**src/rtl/dec_scan_pkg.sv**
```systemverilog
// Shared types and constants for the decoder scan driver.
// Pure declarations: no logic, no latency, no backpressure.
package dec_scan_pkg;
   localparam int SEL_W  = 4;
   localparam int MAX_CH = 16;

   typedef enum logic [1:0] {
      IDLE,
      BLANK,
      DWELL
   } scan_state_t;

   function automatic int max_int(input int a, input int b);
      return (a > b) ? a : b;
   endfunction
endpackage

```
**src/rtl/dec_scan_timer.sv**
```systemverilog
// Loadable down-counter; done is high while the count sits at zero.
// Load takes effect on the next edge; no backpressure.
module dec_scan_timer
   import dec_scan_pkg::*;
#(
   parameter int W = 8
) (
   input  logic         clk,
   input  logic         rst_n,
   input  logic         load,
   input  logic [W-1:0] value,
   output logic         done
);
   logic [W-1:0] cnt;

   always_ff @(posedge clk or negedge rst_n) begin
      if (!rst_n) begin
         cnt <= '0;
      end else if (load) begin
         cnt <= value;
      end else if (cnt != '0) begin
         cnt <= cnt - W'(1);
      end
   end

   assign done = (cnt == '0);
endmodule

```
**src/rtl/dec_scan_seq.sv**
```systemverilog
// Scan driver for the 4-to-16 decoder: sel/en_n registered, first en_n low BLANK_CYC+1 cycles after start,
// no backpressure (start ignored while busy). Define DEC_SCAN_SKIP_EN to add the ch_mask channel-skip input.
module dec_scan_seq
   import dec_scan_pkg::*;
#(
   parameter int NUM_CH    = 16,
   parameter int DWELL_W   = 8,
   parameter int BLANK_CYC = 2
) (
   input  logic               clk,
   input  logic               rst_n,
   input  logic               start,
   input  logic               stop,
   input  logic               single,
   input  logic [DWELL_W-1:0] dwell,
`ifdef DEC_SCAN_SKIP_EN
   input  logic [NUM_CH-1:0]  ch_mask,
`endif
   output logic [SEL_W-1:0]   sel,
   output logic               en_n,
   output logic               busy,
   output logic               frame_done
);
   localparam int BW = (BLANK_CYC > 1) ? $clog2(BLANK_CYC) : 1;
   localparam int TW = max_int(DWELL_W, BW);
   localparam logic [TW-1:0] ONE      = TW'(1);
   localparam logic [TW-1:0] BLANK_LD = TW'((BLANK_CYC > 0) ? BLANK_CYC - 1 : 0);

   scan_state_t        state;
   logic [SEL_W-1:0]   ch;
   logic [DWELL_W-1:0] dwell_lat;
   logic [DWELL_W-1:0] dwell_eff;
   logic               single_lat;
   logic               stop_req;
   logic               fd_int;
   logic               t_load;
   logic [TW-1:0]      t_value;
   logic               t_done;
   logic [SEL_W-1:0]   first_ch;
   logic [SEL_W-1:0]   next_ch;
   logic [SEL_W-1:0]   wrap_ch;
   logic               none_first;
   logic               is_last;

   assign dwell_eff = (dwell == '0) ? DWELL_W'(1) : dwell;

`ifdef DEC_SCAN_SKIP_EN
   logic [NUM_CH-1:0] mask_lat;

   // Descending scan leaves the lowest qualifying index in each result.
   always_comb begin
      first_ch   = '0;
      none_first = 1'b1;
      wrap_ch    = '0;
      next_ch    = '0;
      is_last    = 1'b1;
      for (int i = NUM_CH - 1; i >= 0; i--) begin
         if (ch_mask[i]) begin
            first_ch   = SEL_W'(i);
            none_first = 1'b0;
         end
         if (mask_lat[i]) begin
            wrap_ch = SEL_W'(i);
         end
         if (mask_lat[i] && (SEL_W'(i) > ch)) begin
            next_ch = SEL_W'(i);
            is_last = 1'b0;
         end
      end
   end
`else
   assign first_ch   = '0;
   assign none_first = 1'b0;
   assign wrap_ch    = '0;
   assign is_last    = (ch == SEL_W'(NUM_CH - 1));
   assign next_ch    = ch + SEL_W'(1);
`endif

   always_comb begin
      t_load  = 1'b0;
      t_value = '0;
      case (state)
         IDLE: begin
            if (start && !stop && !none_first) begin
               t_load  = 1'b1;
               t_value = (BLANK_CYC > 0) ? BLANK_LD : TW'(dwell_eff) - ONE;
            end
         end
         BLANK: begin
            if (t_done) begin
               t_load  = 1'b1;
               t_value = TW'(dwell_lat) - ONE;
            end
         end
         DWELL: begin
            if (t_done) begin
               t_load  = 1'b1;
               t_value = (BLANK_CYC > 0) ? BLANK_LD : TW'(dwell_lat) - ONE;
            end
         end
         default: ;
      endcase
   end

   dec_scan_timer #(.W(TW)) u_timer (
      .clk   (clk),
      .rst_n (rst_n),
      .load  (t_load),
      .value (t_value),
      .done  (t_done)
   );

   // Outputs are a registered image of the previous cycle's state and channel.
   always_ff @(posedge clk or negedge rst_n) begin
      if (!rst_n) begin
         state      <= IDLE;
         ch         <= '0;
         dwell_lat  <= '0;
         single_lat <= 1'b0;
         stop_req   <= 1'b0;
         fd_int     <= 1'b0;
         sel        <= '0;
         en_n       <= 1'b1;
         busy       <= 1'b0;
         frame_done <= 1'b0;
`ifdef DEC_SCAN_SKIP_EN
         mask_lat   <= '0;
`endif
      end else begin
         sel        <= ch;
         en_n       <= (state != DWELL);
         busy       <= (state != IDLE);
         frame_done <= fd_int;
         fd_int     <= 1'b0;
         case (state)
            IDLE: begin
               stop_req <= 1'b0;
               ch       <= '0;
               if (start && !stop) begin
                  dwell_lat  <= dwell_eff;
                  single_lat <= single;
`ifdef DEC_SCAN_SKIP_EN
                  mask_lat   <= ch_mask;
`endif
                  if (none_first) begin
                     fd_int <= 1'b1;
                  end else begin
                     ch    <= first_ch;
                     state <= (BLANK_CYC > 0) ? BLANK : DWELL;
                  end
               end
            end
            BLANK: begin
               if (stop) stop_req <= 1'b1;
               if (t_done) state <= DWELL;
            end
            DWELL: begin
               if (stop) stop_req <= 1'b1;
               if (t_done) begin
                  if (is_last) fd_int <= 1'b1;
                  if (stop || stop_req || (is_last && single_lat)) begin
                     state    <= IDLE;
                     ch       <= '0;
                     stop_req <= 1'b0;
                  end else begin
                     ch    <= is_last ? wrap_ch : next_ch;
                     state <= (BLANK_CYC > 0) ? BLANK : DWELL;
                  end
               end
            end
            default: state <= IDLE;
         endcase
      end
   end
endmodule

```
**config.mk**
```make
export PLATFORM = sky130hd
export DESIGN_NAME = dec_scan_seq
export DESIGN_NICKNAME = d
export VERILOG_FILES = /design/src/rtl/dec_scan_pkg.sv /design/src/rtl/dec_scan_timer.sv /design/src/rtl/dec_scan_seq.sv
export SDC_FILE = /design/constraint.sdc
export NUM_CORES = 1
export LEC_CHECK = 0
export ABC_AREA = 1
export BUFFER_PORTS_ARGS = -buffer_cell sky130_fd_sc_hd__buf_2
export CELL_PAD_IN_SITES_DETAIL_PLACEMENT = 1
export CELL_PAD_IN_SITES_GLOBAL_PLACEMENT = 2
export CORE_MARGIN = 5
export CORE_UTILIZATION = 25
export DETAILED_ROUTE_END_ITERATION = 8
export PLACE_DENSITY_LB_ADDON = 0.1
export SLEW_MARGIN = 10
export SYNTH_ARGS = -nofsm -noshare
export SYNTH_HDL_FRONTEND = slang
export SYNTH_SLANG_ARGS = --single-unit
```
**constraint.sdc**
```tcl
create_clock -name clk -period 2.6 [get_ports clk]
set_clock_uncertainty 0.15 [all_clocks]
set_input_delay 0.26 -clock clk [delete_from_list [all_inputs] [get_ports clk]]
set_output_delay 0.26 -clock clk [all_outputs]
set_load 0.05 [all_outputs]
```
== Yosys cells after proc, flatten, opt, wreduce, memory -nomap -nowiden ==
Index checks and enable logic that the tools add are counted.

* Eq/ne operators: 7
* Multiplexer cells: 26
* Add/subtract/negate cells: 3
* Reductions and logical operators: 17

{| class="wikitable"
|+ Operators with widths
! operator !! count
|-
| 8-bit two-way mux || 4
|-
| 8-bit case mux with 3 select lines || 1
|-
| 8-bit logical NOT || 2
|-
| 8-bit by 1-bit subtractor with 8-bit output (second input constant) || 2
|-
| 4-bit two-way mux || 3
|-
| 1-bit two-way mux || 11
|-
| 2-bit != test (second input constant) || 4
|-
| 4-bit case mux with 2 select lines || 1
|-
| 8-bit nonzero test || 1
|-
| 2-bit two-way mux || 3
|-
| 2-bit case mux with 3 select lines || 1
|-
| 2-bit nonzero test || 3
|-
| 4-bit by 1-bit adder with 4-bit output (second input constant) || 1
|-
| 4-bit equality test (second input constant) || 1
|-
| 2-bit AND reduction || 2
|-
| 1-bit case mux with 3 select lines || 1
|-
| 3-bit AND reduction || 1
|-
| 3-bit nonzero test || 1
|-
| 2-bit by 1-bit equality test with 1-bit output (second input constant) || 1
|-
| 2-bit equality test (second input constant) || 1
|-
| 1-bit logical AND || 2
|-
| 2-bit logical NOT || 1
|-
| 1-bit logical OR || 2
|-
| 1-bit case mux with 2 select lines || 1
|-
| other kinds (2) || 2
|}

* Flip-flop bits (word level): 32
* Input port bits: 13
* Word-level logic and storage cells: 64
* Output and inout port bits: 7

== Depth between registers and ports, before layout ==
* Word-level depth: 6
* Gate-level depth with buffers: 9
* Gate-level depth less buffers: 9

== Modules after synthesis ==
From an unflattened synthesis, not the netlist that was laid out.

* Cell total of the unflattened synthesis: 239
* Area, all modules: 1,800.5 um^2

{| class="wikitable"
|+ By module, submodules not included
! module !! area each (um^2) !! times used !! seq. area each (um^2) !! cells each
|-
| dec_scan_seq || 1,287.5 || 1 || 601.8 || 168
|-
| dec_scan_timer || 513.0 || 1 || 200.2 || 71
|}

== Worst setup path before layout ==
OpenSTA, ideal clock, no wires.

* Path kind: register to register
* From: register state[0]
* To: register u_timer.cnt[1]
* Slack: 0.963 ns
* Library setup time: 0.077 ns
* Clock period less this slack: 1.637 ns
* Stages on the path, launching flop included: 9
* Path buffers: 0
* Data arrival time: 1.410 ns
* Required time: 2.373 ns
* Path through: dfrtp_1 inv_1 ha_1 inv_1 nor2_1 a21oi_4 nand2_1 inv_2 a21oi_1

* Longest elaborated chain between the ends: 4
* Elaborated cells on any way between the ends: 8
* Those cells by class: eq/ne: 2; mux: 3; reduce/logical: 3

{| class="wikitable"
|+ RTL lines
! item !! line !! text
|-
| start, declared || dec_scan_seq.sv:29 || <nowiki>scan_state_t state;</nowiki>
|-
| start signal, assigned || dec_scan_seq.sv:149 || <nowiki>state <= (BLANK_CYC > 0) ? BLANK : DWELL;</nowiki>
|-
| start signal, assigned || dec_scan_seq.sv:167 || <nowiki>state <= (BLANK_CYC > 0) ? BLANK : DWELL;</nowiki>
|-
| 2-bit equality test / 2-bit by 1-bit equality test with 1-bit output (equally long branches) || dec_scan_seq.sv:82 || <nowiki>case (state)</nowiki>
|-
| 2-bit OR reduction (no line) || -- ||
|-
| 1-bit case mux with 2 select lines || dec_scan_seq.sv:82 ||
|-
| 8-bit two-way mux / 2-bit nonzero test (equally long branches) || -- ||
|-
| end signal, assigned || dec_scan_timer.sv:20 || <nowiki>cnt <= value;</nowiki>
|-
| end signal, assigned || dec_scan_timer.sv:22 || <nowiki>cnt <= cnt - W'(1);</nowiki>
|-
| end, declared || dec_scan_timer.sv:14 || <nowiki>logic [W-1:0] cnt;</nowiki>
|}

Parallel ways exist; a longest one is shown, timed or not.
A chain may end at the register's enable or synchronous reset.

== Final worst setup path ==
Same ends and word-level chain as after synthesis.

==> summary.md <==
| Metric | Value |
|---|---|
| FF-to-FF Start | `state[0]` |
| Dpl cells | `roughly 330` |
| Vias | `~1400` |
| Pwr/cell area | `428.1 mW/mm^2` |
| Post-DP HPWL | `~3300 microns` |
| Metal3 WL | `between 100 and 150 microns` |
| RSZ-0062 raised after global routing | `false` |
| Setup Buffers After CTS | `0` |
| Final #Nets | `approximately 260` |
| Worst setup SP type | `register` |
| Tmin final | `1.888 ns` |
| Average footprint of a synthesized cell | `8.384 sq um` |
| Pleak | `roughly 1.0 nW` |
| Crit-path cells | `inv_1 > ha_1 > inv_1 > nor2_1 > a21oi_4 > nand2_1 > inv_2 > a21oi_1` |
| CP Class | `reg -> reg` |
| Final ANT Viol Nets | `0` |
| R2r setup slk | `0.71 ns` |
| Worst-path clk slew | `0.07 ns` |
| Worst path arrival time | `1.94 ns` |
| CTS resizes | `0` |
| TritonRoute pass-1 iters | `4` |
| Fraction of layout cells with a size suffix above 1 | `between 15 and 20%` |
| Placement Rows | `30` |
| Routed wl met2 | `1949 microns` |
| FMAX | `529.8 MHz` |
| Top Layer Used | `met4` |
| Initial antenna violation count | `0` |
| Filler cells | `slightly below 900` |
| Most frequent CP cell | `inv_1` |
| Vias in the first global route | `1546` |
| Max-Cap Viols | `0` |
| Starting density of the core | `between 20% and 30%` |
| Hold Path Class | `in -> reg` |
| Netlist cell types | `28` |
| Fin Setup TNS | `0 ns` |
| Hold Fails Final Rpt | `0` |
| WL met1 | `about 2100 microns` |
| H-tree Lvls | `2` |
| Flops & latches, synth | `32` |
| Core ar. | `0.006907 sq mm` |
| Worst path max stage delay | `0.43 ns` |
| Worst-path maximum fanout | `7` |
| Worst setup startpoint | `state[0]` |
| Slowest CP cell | `dfrtp_1` |
| Max_slew headroom | `49.52%` |
| Clk buf depth | `2` |
| CTS Buf Count | `5` |
| Vias per cell | `4.234` |
| Die Footprint | `0.008971 sq mm` |
| CTS tree | `built` |
| Critical Path End Type | `register` |
| Drc violations | `0` |
| Status | `completed` |
| Io pins | `20` |
| GR Overflow Total | `0` |
| Num Clock Sinks | `32` |
| Hold-fix buffers, CTS | `1` |
| Worst-case reg-to-reg path depth | `8` |
| Fin cells | `between 300 and 400` |
| Register area share after synthesis | `approximately 45%` |
| Die W | `94.72 microns` |
| Pin count of the biggest net entering global routing | `33` |
| Ys Warns | `0` |
| R2R Path End | `u_timer.cnt[1]` |
| Final Setup Violations | `0` |
| Post-Syn Instances | `214` |
| Worst-skew pair later-pin latency | `0.28 ns` |
| Wirelength per Cell | `between 10 and 15 microns` |
| Total GRT Usage | `10.92%` |
| First-pass GRT wire length | `around 7600 microns` |
| Slew Limit Fails | `0` |
| Port buffer count | `19` |
| Area Growth Syn to Fin | `17.64%` |
| Synth Net Count | `236` |
| Final Cycle Share | `72.60%` |
| Die height | `between 90 and 100 microns` |
| Final wirelength | `between 4000 and 5000 microns` |
| Least-Margin Pin Slew | `0.7572 ns` |
| Root Driver | `clkbuf_8` |
| Finished Cell Area | `0.002111 sq mm` |
| Mapped Area | `0.001794 sq mm` |
| ANT cells | `0` |
| Worst Path Required | `~2.7 ns` |
| Peak supply drop | `0.2367 mV` |
| GP Congestion | `roughly 0.7` |
| Critical Path End | `u_timer.cnt[1]` |
| Initial DRC count | `20` |
| DP Area | `about 0.0020 sq mm` |
[cells in the mapped netlist, drive strengths merged]
library cell	n	area (sq um)
or2	3	18.77
xor2	8	70.07
nor4	1	6.260
nand3	18	95.09
nand2	43	193.9
nor3	3	26.28
nor2	24	108.9
o21ai	21	120.1
o21a	1	7.510
o21bai	2	15.01
dfrtp	31	775.7
inv	33	123.9
dfstp	1	26.28
ha	9	112.6
clkbuf	1	3.750
a21oi	12	71.32
nand4	3	18.77
[stage by stage]
stage               power (mW)  utilization, %  hold WS, ns  setup WS [ns]
floorplan               0.5097               -      -0.1856         0.9627
finish                  0.9036           30.56      0.04624         0.7125
global route            0.9578           30.56      0.06012         0.5233
detailed placement      0.5312           29.15       0.2029         0.7369
global placement        0.5314           29.15       0.1963         0.7388
CTS                     0.9280           30.56      0.03451         0.7008
[worst min-delay path by stage]
stage / from / to / slack (ns) / cells after the start
3_3_place_gp: fd_int / frame_done / 0.20 / 0
6_report: dwell[5] / dwell_lat[5] / 0.05 / 3
2_1_floorplan: rst_n / busy / -0.19 / 0
4_1_cts: dwell[5] / dwell_lat[5] / 0.03 / 3
3_5_place_dp: fd_int / frame_done / 0.20 / 0
5_1_grt: dwell[5] / dwell_lat[5] / 0.06 / 3
[area by class of cell]
cell class	count	area (sq um)	share of cell area, %
multi-input combinational	148	864.6	40.96
sequential	32	802.0	38.00
inverter	33	123.9	5.868
tap	96	120.1	5.691
timing repair buffer	21	112.6	5.335
clock buffer	5	68.82	3.260
clock inverter	3	18.77	0.8892
[critical path, delay by kind of cell, from the launching register on]
family | cells | cell delay [ns]
AND/OR/NAND/NOR | 2 | 0.46
AO/OA/AOI/OAI | 2 | 0.28
flip-flops | 1 | 0.43
buffers and inverters | 3 | 0.19
adder cells (fa/ha/maj) | 1 | 0.28
[cells in the final DEF (no fill, tap or decap), types with 2 or more instances in the layout]
cell      synthesis  routed
nand2_1          38      38
clkinv_2          0       2
clkbuf_8          0       5
ha_1              9       9
a21oi_1          11      11
nor3_1            2       2
dfrtp_1          31      31
or2_2             3       3
nand2_4           4       4
nor2_1           22      22
nand3_1          17      17
inv_1            30      30
inv_2             3       3
o21bai_1          2       2
o21ai_1           3       3
nand4_1           3       3
xor2_1            8       8
o21ai_0          16      16
buf_2             0      19
[kinds of logic after synthesis]
kind of cell | count (synthesis) | synth area share, %
adder cells (fa/ha/maj) | 9 | 6.276
buffers and inverters | 34 | 7.113
XOR/XNOR | 8 | 3.905
flip-flops | 32 | 44.70
AO/OA/AOI/OAI | 36 | 11.92
AND/OR/NAND/NOR | 95 | 26.08
[power by group]
| part | internal [mW] | switching, mW |
|---|---|---|
| combinational | 0.00808 | 0.0157 |
| clock | 0.186 | 0.196 |
| sequential | 0.498 | 0 |
| total | 0.692 | 0.212 |
[flip-flops by register name, indices dropped and copies added, names as in the netlist]
signal,flops
en_n,1
frame_done,1
u_timer.cnt,8
ch,4
fd_int,1
stop_req,1
state,2
sel,4
single_lat,1
dwell_lat,8
busy,1
[per-layer routing]
metal	track usage, %	vias up
met3	3.028	7
li1	-	739
met1	14.40	672
met4	3.606	0
met5	0	-
met2	17.20	13
(Power assumes the default switching activity.)
